### src/rtl/param_registry_pkg.sv
// param_registry_pkg
// Shared types and derived-width helpers for the CAN acceptance parameter
// registry: the loader state enum, payload/byte/index width functions and
// the bit positions inside the frame header byte.
package param_registry_pkg;

    typedef enum logic [1:0] {
        IDLE    = 2'd0,
        HDR     = 2'd1,
        PAYLOAD = 2'd2,
        COMMIT  = 2'd3
    } state_t;

    // Header byte layout: bit7 enables the bank, bits[6:0] select it.
    localparam int HDR_EN_BIT  = 7;
    localparam int HDR_IDX_MSB = 6;

    // Payload is {sjw, code, mask}, mask in the lowest bits.
    function automatic int calc_pay_w(input int id_w, input int sjw_w);
        return 2 * id_w + sjw_w;
    endfunction

    function automatic int calc_nbytes(input int pay_w);
        return (pay_w + 7) / 8;
    endfunction

    function automatic int calc_idx_w(input int num_filters);
        return (num_filters <= 1) ? 1 : $clog2(num_filters);
    endfunction

endpackage

### src/rtl/param_registry_if.sv
// param_registry_if
// Groups the byte-serial configuration stream (param_id/data_valid/data with
// busy/load_done/load_err status) and the RX identifier match path
// (rx_id/rx_id_valid in, match_valid/match_hit/match_idx out).
//   master : host / RX filter side, drives the stream and identifiers
//   slave  : the registry itself
interface param_registry_if
    import param_registry_pkg::*;
#(
    parameter int NUM_FILTERS = 4,
    parameter int ID_W        = 11
);
    localparam int IDX_W = calc_idx_w(NUM_FILTERS);

    logic             param_id;
    logic             data_valid;
    logic [7:0]       data;
    logic             busy;
    logic             load_done;
    logic             load_err;
    logic [ID_W-1:0]  rx_id;
    logic             rx_id_valid;
    logic             match_valid;
    logic             match_hit;
    logic [IDX_W-1:0] match_idx;

    modport master (
        output param_id, data_valid, data, rx_id, rx_id_valid,
        input  busy, load_done, load_err, match_valid, match_hit, match_idx
    );

    modport slave (
        input  param_id, data_valid, data, rx_id, rx_id_valid,
        output busy, load_done, load_err, match_valid, match_hit, match_idx
    );

endinterface

### src/rtl/param_match.sv
// param_match
// Compares one identifier against every filter bank and reports the lowest
// enabled bank whose masked code equals the masked identifier. Results are
// registered: a strobe at cycle t appears as match_valid at t+1, and
// match_hit/match_idx hold their value between strobes.
// Ports:
//   clk, reset_n        clock, async active-low reset
//   rx_id, rx_id_valid  identifier to classify and its qualifier
//   mask, code, en      bank contents (mask bit 1 = compare this bit)
//   match_valid         one cycle after rx_id_valid
//   match_hit           any enabled bank matched
//   match_idx           lowest matching bank, 0 when no hit
module param_match
    import param_registry_pkg::*;
#(
    parameter int NUM_FILTERS = 4,
    parameter int ID_W        = 11,
    parameter int IDX_W       = calc_idx_w(NUM_FILTERS)
) (
    input  logic                                 clk,
    input  logic                                 reset_n,
    input  logic [ID_W-1:0]                      rx_id,
    input  logic                                 rx_id_valid,
    input  logic [NUM_FILTERS-1:0][ID_W-1:0]     mask,
    input  logic [NUM_FILTERS-1:0][ID_W-1:0]     code,
    input  logic [NUM_FILTERS-1:0]               en,
    output logic                                 match_valid,
    output logic                                 match_hit,
    output logic [IDX_W-1:0]                     match_idx
);

    logic [NUM_FILTERS-1:0] hit;
    logic                   any_hit;
    logic [IDX_W-1:0]       first_idx;

    for (genvar i = 0; i < NUM_FILTERS; i++) begin : g_bank
        assign hit[i] = en[i] && (((rx_id ^ code[i]) & mask[i]) == '0);
    end

    // Scanning downwards lets the lowest hitting bank overwrite the others.
    always_comb begin
        any_hit   = 1'b0;
        first_idx = '0;
        for (int i = NUM_FILTERS - 1; i >= 0; i--) begin
            if (hit[i]) begin
                any_hit   = 1'b1;
                first_idx = IDX_W'(i);
            end
        end
    end

    always_ff @(posedge clk or negedge reset_n) begin
        if (!reset_n) begin
            match_valid <= 1'b0;
            match_hit   <= 1'b0;
            match_idx   <= '0;
        end else begin
            match_valid <= rx_id_valid;
            if (rx_id_valid) begin
                match_hit <= any_hit;
                match_idx <= first_idx;
            end
        end
    end

endmodule

### src/rtl/param_registry.sv
// param_registry
// Loads CAN acceptance parameters (mask, code, SJW, enable) into one of
// NUM_FILTERS banks from a byte-serial stream, and classifies incoming RX
// identifiers against the enabled banks.
// A frame is: param_id strobe, header byte {en, idx[6:0]}, then NBYTES
// payload bytes packed LSB-first as {sjw, code, mask}. Payload bytes collect
// in a shadow register and reach the bank only in the single COMMIT cycle,
// so an aborted or reset frame never disturbs the visible bank contents.
// Ports:
//   clk, reset_n       clock, async active-low reset
//   bus (slave)        config stream, status and match path
//   mask_param         bank masks, bank i at [i*ID_W +: ID_W]
//   code_param         bank codes, same layout
//   sjw                bank SJW, bank i at [i*SJW_W +: SJW_W]
//   filter_en          bank enables
module param_registry
    import param_registry_pkg::*;
#(
    parameter int NUM_FILTERS = 4,
    parameter int ID_W        = 11,
    parameter int SJW_W       = 2,
    parameter int TIMEOUT     = 255
) (
    input  logic                          clk,
    input  logic                          reset_n,
    param_registry_if.slave               bus,
    output logic [NUM_FILTERS*ID_W-1:0]   mask_param,
    output logic [NUM_FILTERS*ID_W-1:0]   code_param,
    output logic [NUM_FILTERS*SJW_W-1:0]  sjw,
    output logic [NUM_FILTERS-1:0]        filter_en
);

    localparam int PAY_W  = calc_pay_w(ID_W, SJW_W);
    localparam int NBYTES = calc_nbytes(PAY_W);
    localparam int IDX_W  = calc_idx_w(NUM_FILTERS);
    localparam int CNT_W  = $clog2(NBYTES + 1);
    localparam int TO_W   = (TIMEOUT > 0) ? $clog2(TIMEOUT + 1) : 1;

    state_t                            state, state_nxt;
    logic [CNT_W-1:0]                  cnt;
    logic [TO_W-1:0]                   idle_cnt;
    logic [NBYTES-1:0][7:0]            shadow;
    logic [NBYTES*8-1:0]               shadow_flat;
    logic [IDX_W-1:0]                  idx_q;
    logic                              en_q;

    logic [NUM_FILTERS-1:0][ID_W-1:0]  mask_q, code_q;
    logic [NUM_FILTERS-1:0][SJW_W-1:0] sjw_q;
    logic [NUM_FILTERS-1:0]            en_bank;

    logic framed, byte_in, bad_idx, last_byte, timeout, idle_tick;

    assign framed      = (state == HDR) || (state == PAYLOAD);
    // param_id outranks a byte presented in the same cycle.
    assign byte_in     = bus.data_valid && !bus.param_id;
    assign bad_idx     = {25'd0, bus.data[HDR_IDX_MSB:0]} >= 32'(NUM_FILTERS);
    assign last_byte   = (cnt == CNT_W'(NBYTES - 1));
    // Fires on the TIMEOUT-th consecutive byte-less cycle inside a frame.
    assign timeout     = (TIMEOUT != 0) && framed && !bus.param_id && !bus.data_valid
                         && ((32'(idle_cnt) + 32'd1) == 32'(TIMEOUT));
    assign idle_tick   = framed && !bus.param_id && !bus.data_valid && !timeout;
    assign shadow_flat = shadow;

    // ---------------- FSM: state register ----------------
    always_ff @(posedge clk or negedge reset_n) begin
        if (!reset_n) state <= IDLE;
        else          state <= state_nxt;
    end

    // ---------------- FSM: next state ----------------
    always_comb begin
        state_nxt = state;
        unique case (state)
            IDLE:    if (bus.param_id) state_nxt = HDR;
            HDR: begin
                if (bus.param_id)     state_nxt = HDR;
                else if (byte_in)     state_nxt = bad_idx ? IDLE : PAYLOAD;
                else if (timeout)     state_nxt = IDLE;
            end
            PAYLOAD: begin
                if (bus.param_id)             state_nxt = HDR;
                else if (byte_in && last_byte) state_nxt = COMMIT;
                else if (timeout)             state_nxt = IDLE;
            end
            COMMIT:  state_nxt = bus.param_id ? HDR : IDLE;
            default: state_nxt = IDLE;
        endcase
    end

    // ---------------- FSM: outputs ----------------
    always_comb begin
        bus.busy      = (state != IDLE);
        bus.load_done = (state == COMMIT);
        bus.load_err  = 1'b0;
        if (framed && (bus.param_id || timeout)) bus.load_err = 1'b1;
        if (state == HDR && byte_in && bad_idx)  bus.load_err = 1'b1;
    end

    // ---------------- Shadow, counters, header latch ----------------
    always_ff @(posedge clk or negedge reset_n) begin
        if (!reset_n) begin
            shadow   <= '0;
            cnt      <= '0;
            idle_cnt <= '0;
            idx_q    <= '0;
            en_q     <= 1'b0;
        end else begin
            idle_cnt <= idle_tick ? idle_cnt + TO_W'(1) : '0;
            if (bus.param_id) begin
                // Every state restarts a frame on param_id; drop old shadow.
                shadow <= '0;
                cnt    <= '0;
            end else if (state == HDR && byte_in) begin
                idx_q <= bus.data[IDX_W-1:0];
                en_q  <= bus.data[HDR_EN_BIT];
                cnt   <= '0;
            end else if (state == PAYLOAD && byte_in) begin
                shadow[cnt] <= bus.data;
                if (cnt != CNT_W'(NBYTES)) cnt <= cnt + CNT_W'(1);
            end
        end
    end

    // ---------------- Bank storage, written only in COMMIT ----------------
    always_ff @(posedge clk or negedge reset_n) begin
        if (!reset_n) begin
            mask_q  <= '0;
            code_q  <= '0;
            sjw_q   <= '0;
            en_bank <= '0;
        end else if (state == COMMIT) begin
            mask_q[idx_q]  <= shadow_flat[ID_W-1:0];
            code_q[idx_q]  <= shadow_flat[2*ID_W-1:ID_W];
            sjw_q[idx_q]   <= shadow_flat[PAY_W-1:2*ID_W];
            en_bank[idx_q] <= en_q;
        end
    end

    // Padding bits above PAY_W in the last payload byte carry no meaning.
    if (NBYTES * 8 > PAY_W) begin : g_pad
        logic unused_pad;
        assign unused_pad = ^shadow_flat[NBYTES*8-1:PAY_W];
    end

    assign mask_param = mask_q;
    assign code_param = code_q;
    assign sjw        = sjw_q;
    assign filter_en  = en_bank;

    param_match #(
        .NUM_FILTERS (NUM_FILTERS),
        .ID_W        (ID_W),
        .IDX_W       (IDX_W)
    ) u_match (
        .clk         (clk),
        .reset_n     (reset_n),
        .rx_id       (bus.rx_id),
        .rx_id_valid (bus.rx_id_valid),
        .mask        (mask_q),
        .code        (code_q),
        .en          (en_bank),
        .match_valid (bus.match_valid),
        .match_hit   (bus.match_hit),
        .match_idx   (bus.match_idx)
    );

endmodule
### src/flat_wrapper.sv
// flat-port wrapper written by rule: the top's interface ports become plain ports
module param_registry_flat import param_registry_pkg::*;
#(
    parameter int NUM_FILTERS = 4,
    parameter int ID_W        = 11,
    parameter int SJW_W       = 2,
    parameter int TIMEOUT     = 255
)
  (clk, reset_n, mask_param, code_param, sjw, filter_en, bus_param_id, bus_data_valid, bus_data, bus_rx_id, bus_rx_id_valid, bus_busy, bus_load_done, bus_load_err, bus_match_valid, bus_match_hit, bus_match_idx);
  param_registry_if #(.NUM_FILTERS(NUM_FILTERS), .ID_W(ID_W)) bus_i ();
  input  logic clk;
  input  logic reset_n;
  output logic [NUM_FILTERS*ID_W-1:0] mask_param;
  output logic [NUM_FILTERS*ID_W-1:0] code_param;
  output logic [NUM_FILTERS*SJW_W-1:0] sjw;
  output logic [NUM_FILTERS-1:0] filter_en;
  input wire logic [$bits(bus_i.param_id)-1:0] bus_param_id;
  input wire logic [$bits(bus_i.data_valid)-1:0] bus_data_valid;
  input wire logic [$bits(bus_i.data)-1:0] bus_data;
  input wire logic [$bits(bus_i.rx_id)-1:0] bus_rx_id;
  input wire logic [$bits(bus_i.rx_id_valid)-1:0] bus_rx_id_valid;
  output wire logic [$bits(bus_i.busy)-1:0] bus_busy;
  output wire logic [$bits(bus_i.load_done)-1:0] bus_load_done;
  output wire logic [$bits(bus_i.load_err)-1:0] bus_load_err;
  output wire logic [$bits(bus_i.match_valid)-1:0] bus_match_valid;
  output wire logic [$bits(bus_i.match_hit)-1:0] bus_match_hit;
  output wire logic [$bits(bus_i.match_idx)-1:0] bus_match_idx;
  assign bus_i.param_id = bus_param_id;
  assign bus_i.data_valid = bus_data_valid;
  assign bus_i.data = bus_data;
  assign bus_i.rx_id = bus_rx_id;
  assign bus_i.rx_id_valid = bus_rx_id_valid;
  assign bus_busy = bus_i.busy;
  assign bus_load_done = bus_i.load_done;
  assign bus_load_err = bus_i.load_err;
  assign bus_match_valid = bus_i.match_valid;
  assign bus_match_hit = bus_i.match_hit;
  assign bus_match_idx = bus_i.match_idx;
  param_registry #(.NUM_FILTERS(NUM_FILTERS), .ID_W(ID_W), .SJW_W(SJW_W), .TIMEOUT(TIMEOUT)) u_core (.clk(clk), .reset_n(reset_n), .bus(bus_i), .mask_param(mask_param), .code_param(code_param), .sjw(sjw), .filter_en(filter_en));
endmodule
### config.mk
export PLATFORM = sky130hd
export DESIGN_NAME = param_registry_flat
export DESIGN_NICKNAME = d
export VERILOG_FILES = /design/src/rtl/param_registry_pkg.sv /design/src/rtl/param_registry_if.sv /design/src/rtl/param_match.sv /design/src/rtl/param_registry.sv /design/src/flat_wrapper.sv
export SDC_FILE = /design/constraint.sdc
export NUM_CORES = 1
export LEC_CHECK = 0
export ABC_AREA = 1
export CAP_MARGIN = 10
export CORE_MARGIN = 2
export CORE_UTILIZATION = 48
export CTS_BUF_LIST = sky130_fd_sc_hd__clkbuf_4 sky130_fd_sc_hd__clkbuf_8
export DETAILED_ROUTE_END_ITERATION = 10
export GPL_ROUTABILITY_DRIVEN = 0
export HOLD_SLACK_MARGIN = 0.03
export PLACE_DENSITY = 0.76
export SYNTH_ARGS = -nofsm -noshare
export SYNTH_HDL_FRONTEND = slang
export SYNTH_HIERARCHICAL = 1
export SYNTH_SLANG_ARGS = --single-unit
export TNS_END_PERCENT = 50
### constraint.sdc
create_clock -name clk -period 1.7 [get_ports clk]
set_input_delay 0.17 -clock clk [delete_from_list [all_inputs] [get_ports clk]]
set_output_delay 0.17 -clock clk [all_outputs]
set_load 0.005 [all_outputs]
==> flow_metrics.py <==
metrics = {
    "outcome": {
        "outcome": "complete, but fails checks",
        "violations": "setup timing",
    },
    "global_routing": {
        "first_pass_grt_wire_length_mm": 27.5,
        "grt_max_degree": 51,
        "number_of_antenna_violations_at_the_first_check_in_global_routing": 0,
        "grt_remaining_overflow": 0,
        "grt_usage_pct": 24.5,
        "grt_pass1_vias": 5336,
    },
    "layout": {
        "finalInstanceArea_mm2": 0.00883,
        "finalNonFillerCells": 1150,
        "antenna-diode-count": 0,
        "area.growth.synth_to_final_pct": 36.1,
        "fraction_of_final_layout_cells_with_drive_strength_greater_than_1_pct": 11.8,
        "layout.nets": 996,
    },
    "critical_path": {
        "crit_path_top_delay_cell": "sky130_fd_sc_hd__dfrtp_1",
        "cp_slowest_stage_delay_ns": 0.36,
        "critPathCaptureType": "primary output",
        "worstPathArrival_ns": 1.96,
        "crit_path_frequent_cell": "sky130_fd_sc_hd__nand2_1",
        "cp_startpoint_kind": "flip-flop",
        "cp.required_ns": 1.53,
        "worst-setup-path-type": "reg2out",
        "path_cells": "ha_2, buf_6, nand3_2, nand2_2, nand2_2, nor2_1, nand2_1, nor2_2, nand3_2, nand2_1, nand2_1, o21ai_1, buf_2",
        "critical_path_peak_fanout": 2,
    },
    "floorplan": {
        "chipWidth_um": 120,
        "fp.dieArea_mm2": 0.0145,
        "ioPinCount": 131,
        "starting_density_of_the_core_pct": 49.0,
        "die_height_um": 120,
        "fp.coreArea_mm2": 0.0132,
        "std_cell_rows": 42,
    },
    "logic_synthesis": {
        "ys_warn_count": 6,
        "sequential_fraction_of_the_synthesis_area_pct": 55.1,
        "synth_seq_cells": 143,
        "netlist_area_mm2": 0.00649,
        "largest_area_contributor_in_the_netlist": "sky130_fd_sc_hd__dfrtp_1",
        "netlist_instances": 787,
        "synth.net_count": 822,
        "netlist.area_leader.share_pct": 55.1,
        "synthDistinctLibCells": 26,
        "netlist_top_cells_area": "sky130_fd_sc_hd__dfrtp_1 55%, sky130_fd_sc_hd__nand2_1 14%, sky130_fd_sc_hd__o21ai_0 8.9%",
        "postSynthAreaPerCell_um2": 8.24,
    },
    "drt": {
        "routed_wire_length_per_instance_um": 15.0,
        "count_of_nets_left_with_antenna_violations_after_detail_routing": 0,
        "routed-via-count": 5947,
        "dr.first_iter.drc_count": 532,
        "detailedRoute.firstPassIterationCount": 5,
        "routed_via_density": 5.17,
        "drt-total-wl_mm": 17.3,
        "post_detailed_route_drc_marker_count": 0,
    },
    "pwr": {
        "power_density_mw_per_mm2": 901,
        "power.total_mw": 7.96,
        "power.ir.vdd_worst_mv": 0.736,
        "power.leakage_nw": 3.99,
    },
    "placed_design": {
        "dp_hpwl_mm": 12.3,
        "io_buffer_count": 130,
        "placedCellCount": 1115,
        "dp_worst_setup_slack_ns": -0.392,
        "placement.cell_area_mm2": 0.00834,
    },
    "sta": {
        "finClkSkew_ns": 0.0101,
        "finalMaxSlewViolations": 0,
        "grt_setup_unrepaired": "yes",
        "finalCritPeriodShare_pct": 126,
        "tightestPinTransition_ns": 0.410,
        "postLayoutSetupSlackWorst_ns": -0.434,
        "maxClockFrequency_mhz": 469,
        "final_period_minus_worst_setup_slack_ns": 2.13,
        "report.final.hold_viol_count": 0,
        "setup_viol": 2,
        "maxSlewHeadroom_pct": 72.6,
    },
    "clock_tree": {
        "clk_latency_ns": 0.45,
        "htree_num_levels": 4,
        "buffer_depth_of_the_longest_clock_path": 2,
        "cts.reportedPaths.clkPinSlew_ns": 0.08,
        "root_buffer": "sky130_fd_sc_hd__clkbuf_8",
        "cts.sinks": 143,
        "cts_tree": "yes",
        "cts-buffers-inserted": 17,
    },
    "run": {
        "drv.max_cap_violation_count": 0,
    },
    "worst_hold_path": {
        "holdCritPathClass": "in2async",
    },
}
area by class of cell:
| cell class | instances | area [um2] |
|---|---|---|
| repair buffers | 177 | 1730 |
| well taps | 176 | 220 |
| fillers | 1082 | 4410 |
| clock inverters | 13 | 161 |
| clock buffers | 19 | 262 |
| inverters | 99 | 372 |
| flip-flops and latches | 143 | 3580 |
| multi-input cells | 523 | 2510 |
cells in the mapped netlist, drive strengths merged:
library cell / n
nand2: 256
dfrtp: 143
o21ai: 115
inv: 99
nand3: 56
nor2: 42
o22ai: 22
clkbuf: 18
ha: 11
or2: 9
nand4: 5
buf: 4
o211ai: 2
a21oi: 1
a22oi: 1
and3: 1
o21bai: 1
xnor2: 1
per-layer routing:
metal	up-vias	global-route usage, %	part of all wire (%)
met2	224	38.7	48
li1	2864	-	-
met5	-	0	0
met4	0	9.23	2.2
met3	28	5.42	6.0
met1	2831	33.3	44
flip-flops by register name (all words and copies together) (netlist names):
signal	cells
u_core/code_param	44
u_core/mask_param	44
u_core/shadow	24
u_core/idle_cnt	8
u_core/sjw	8
u_core/filter_en	4
u_core/cnt	2
u_core/idx_q	2
u_core/state	2
u_core/u_match/match_idx	2
u_core/en_q	1
u_core/u_match/match_hit	1
u_core/u_match/match_valid	1
cells in the final DEF (no fill, tap or decap), types with 7 or more instances in the layout:
cell,count
sky130_fd_sc_hd__nand2_2,15
sky130_fd_sc_hd__dfrtp_1,143
sky130_fd_sc_hd__buf_4,39
sky130_fd_sc_hd__or2_1,7
sky130_fd_sc_hd__o21ai_0,114
sky130_fd_sc_hd__clkbuf_8,19
sky130_fd_sc_hd__ha_1,9
sky130_fd_sc_hd__nand2_1,240
sky130_fd_sc_hd__clkdlybuf4s50_1,126
sky130_fd_sc_hd__nand3_1,51
sky130_fd_sc_hd__inv_1,94
sky130_fd_sc_hd__o22ai_1,19
sky130_fd_sc_hd__nor2_1,38
power by group:
part / internal [mW] / switching (mW) / leakage [nW] / total, mW
combinational: 0.646 / 0.723 / 1.81 / 1.37
sequential: 3.59 / 0.158 / 1.98 / 3.75
clock: 1.53 / 1.31 / 0.205 / 2.84
total: 5.76 / 2.19 / 3.99 / 7.96
path summary, 6_finish.rpt:
path                                              endpoint  slack, ns                from  cells past startpoint
worst max-delay path                          bus_load_err      -0.43  u_core/idle_cnt[0]                     13
worst min-delay path                 u_core/code_param[22]       0.20             reset_n                      2
worst max register to register             u_core/state[1]      -0.08  u_core/idle_cnt[0]                     16
worst min register to register               u_core/sjw[3]       0.49       u_core/sjw[3]                      2
max in group asynchronous                u_core/shadow[20]       0.89             reset_n                      3
min in group clk                u_core/u_match/match_valid       0.30     bus_rx_id_valid                      1
logic make-up after synthesis:
| group | Yosys count | share of synthesized area [%] |
|---|---|---|
| AO/OA/AOI/OAI | 142 | 11.5 |
| XOR/XNOR | 1 | 0.135 |
| adder cells (fa/ha/maj) | 11 | 2.12 |
| buffers and inverters | 121 | 7.02 |
| flip-flops | 143 | 55.1 |
| AND/OR/NAND/NOR | 369 | 24.0 |
metrics by stage:
step	hold slack (ns)	setup TNS, ns	util, %
after floorplan	-0.126	0	-
after global placement	0.113	-1.66	63.0
after detailed placement	0.118	-2.22	63.0
after CTS	0.200	-0.566	66.4
after global routing	0.212	-1.31	66.7
final	0.203	-0.517	66.7
timing repair:
action	CTS	global route
resized for setup	14	7
hold buffers	1	0
pin swaps	3	5
endpoints found under the setup margin	5	24
setup buffers	0	2
endpoints found under the hold margin	124	0
critical path: cells and delay by family (launching register included):
kind            cells  cell delay [ns]
simple gates        9             0.66
flops               1             0.36
buf+inv             2             0.22
fa+ha+maj           1             0.21
compound gates      1             0.07
(Power assumes the default switching activity.)
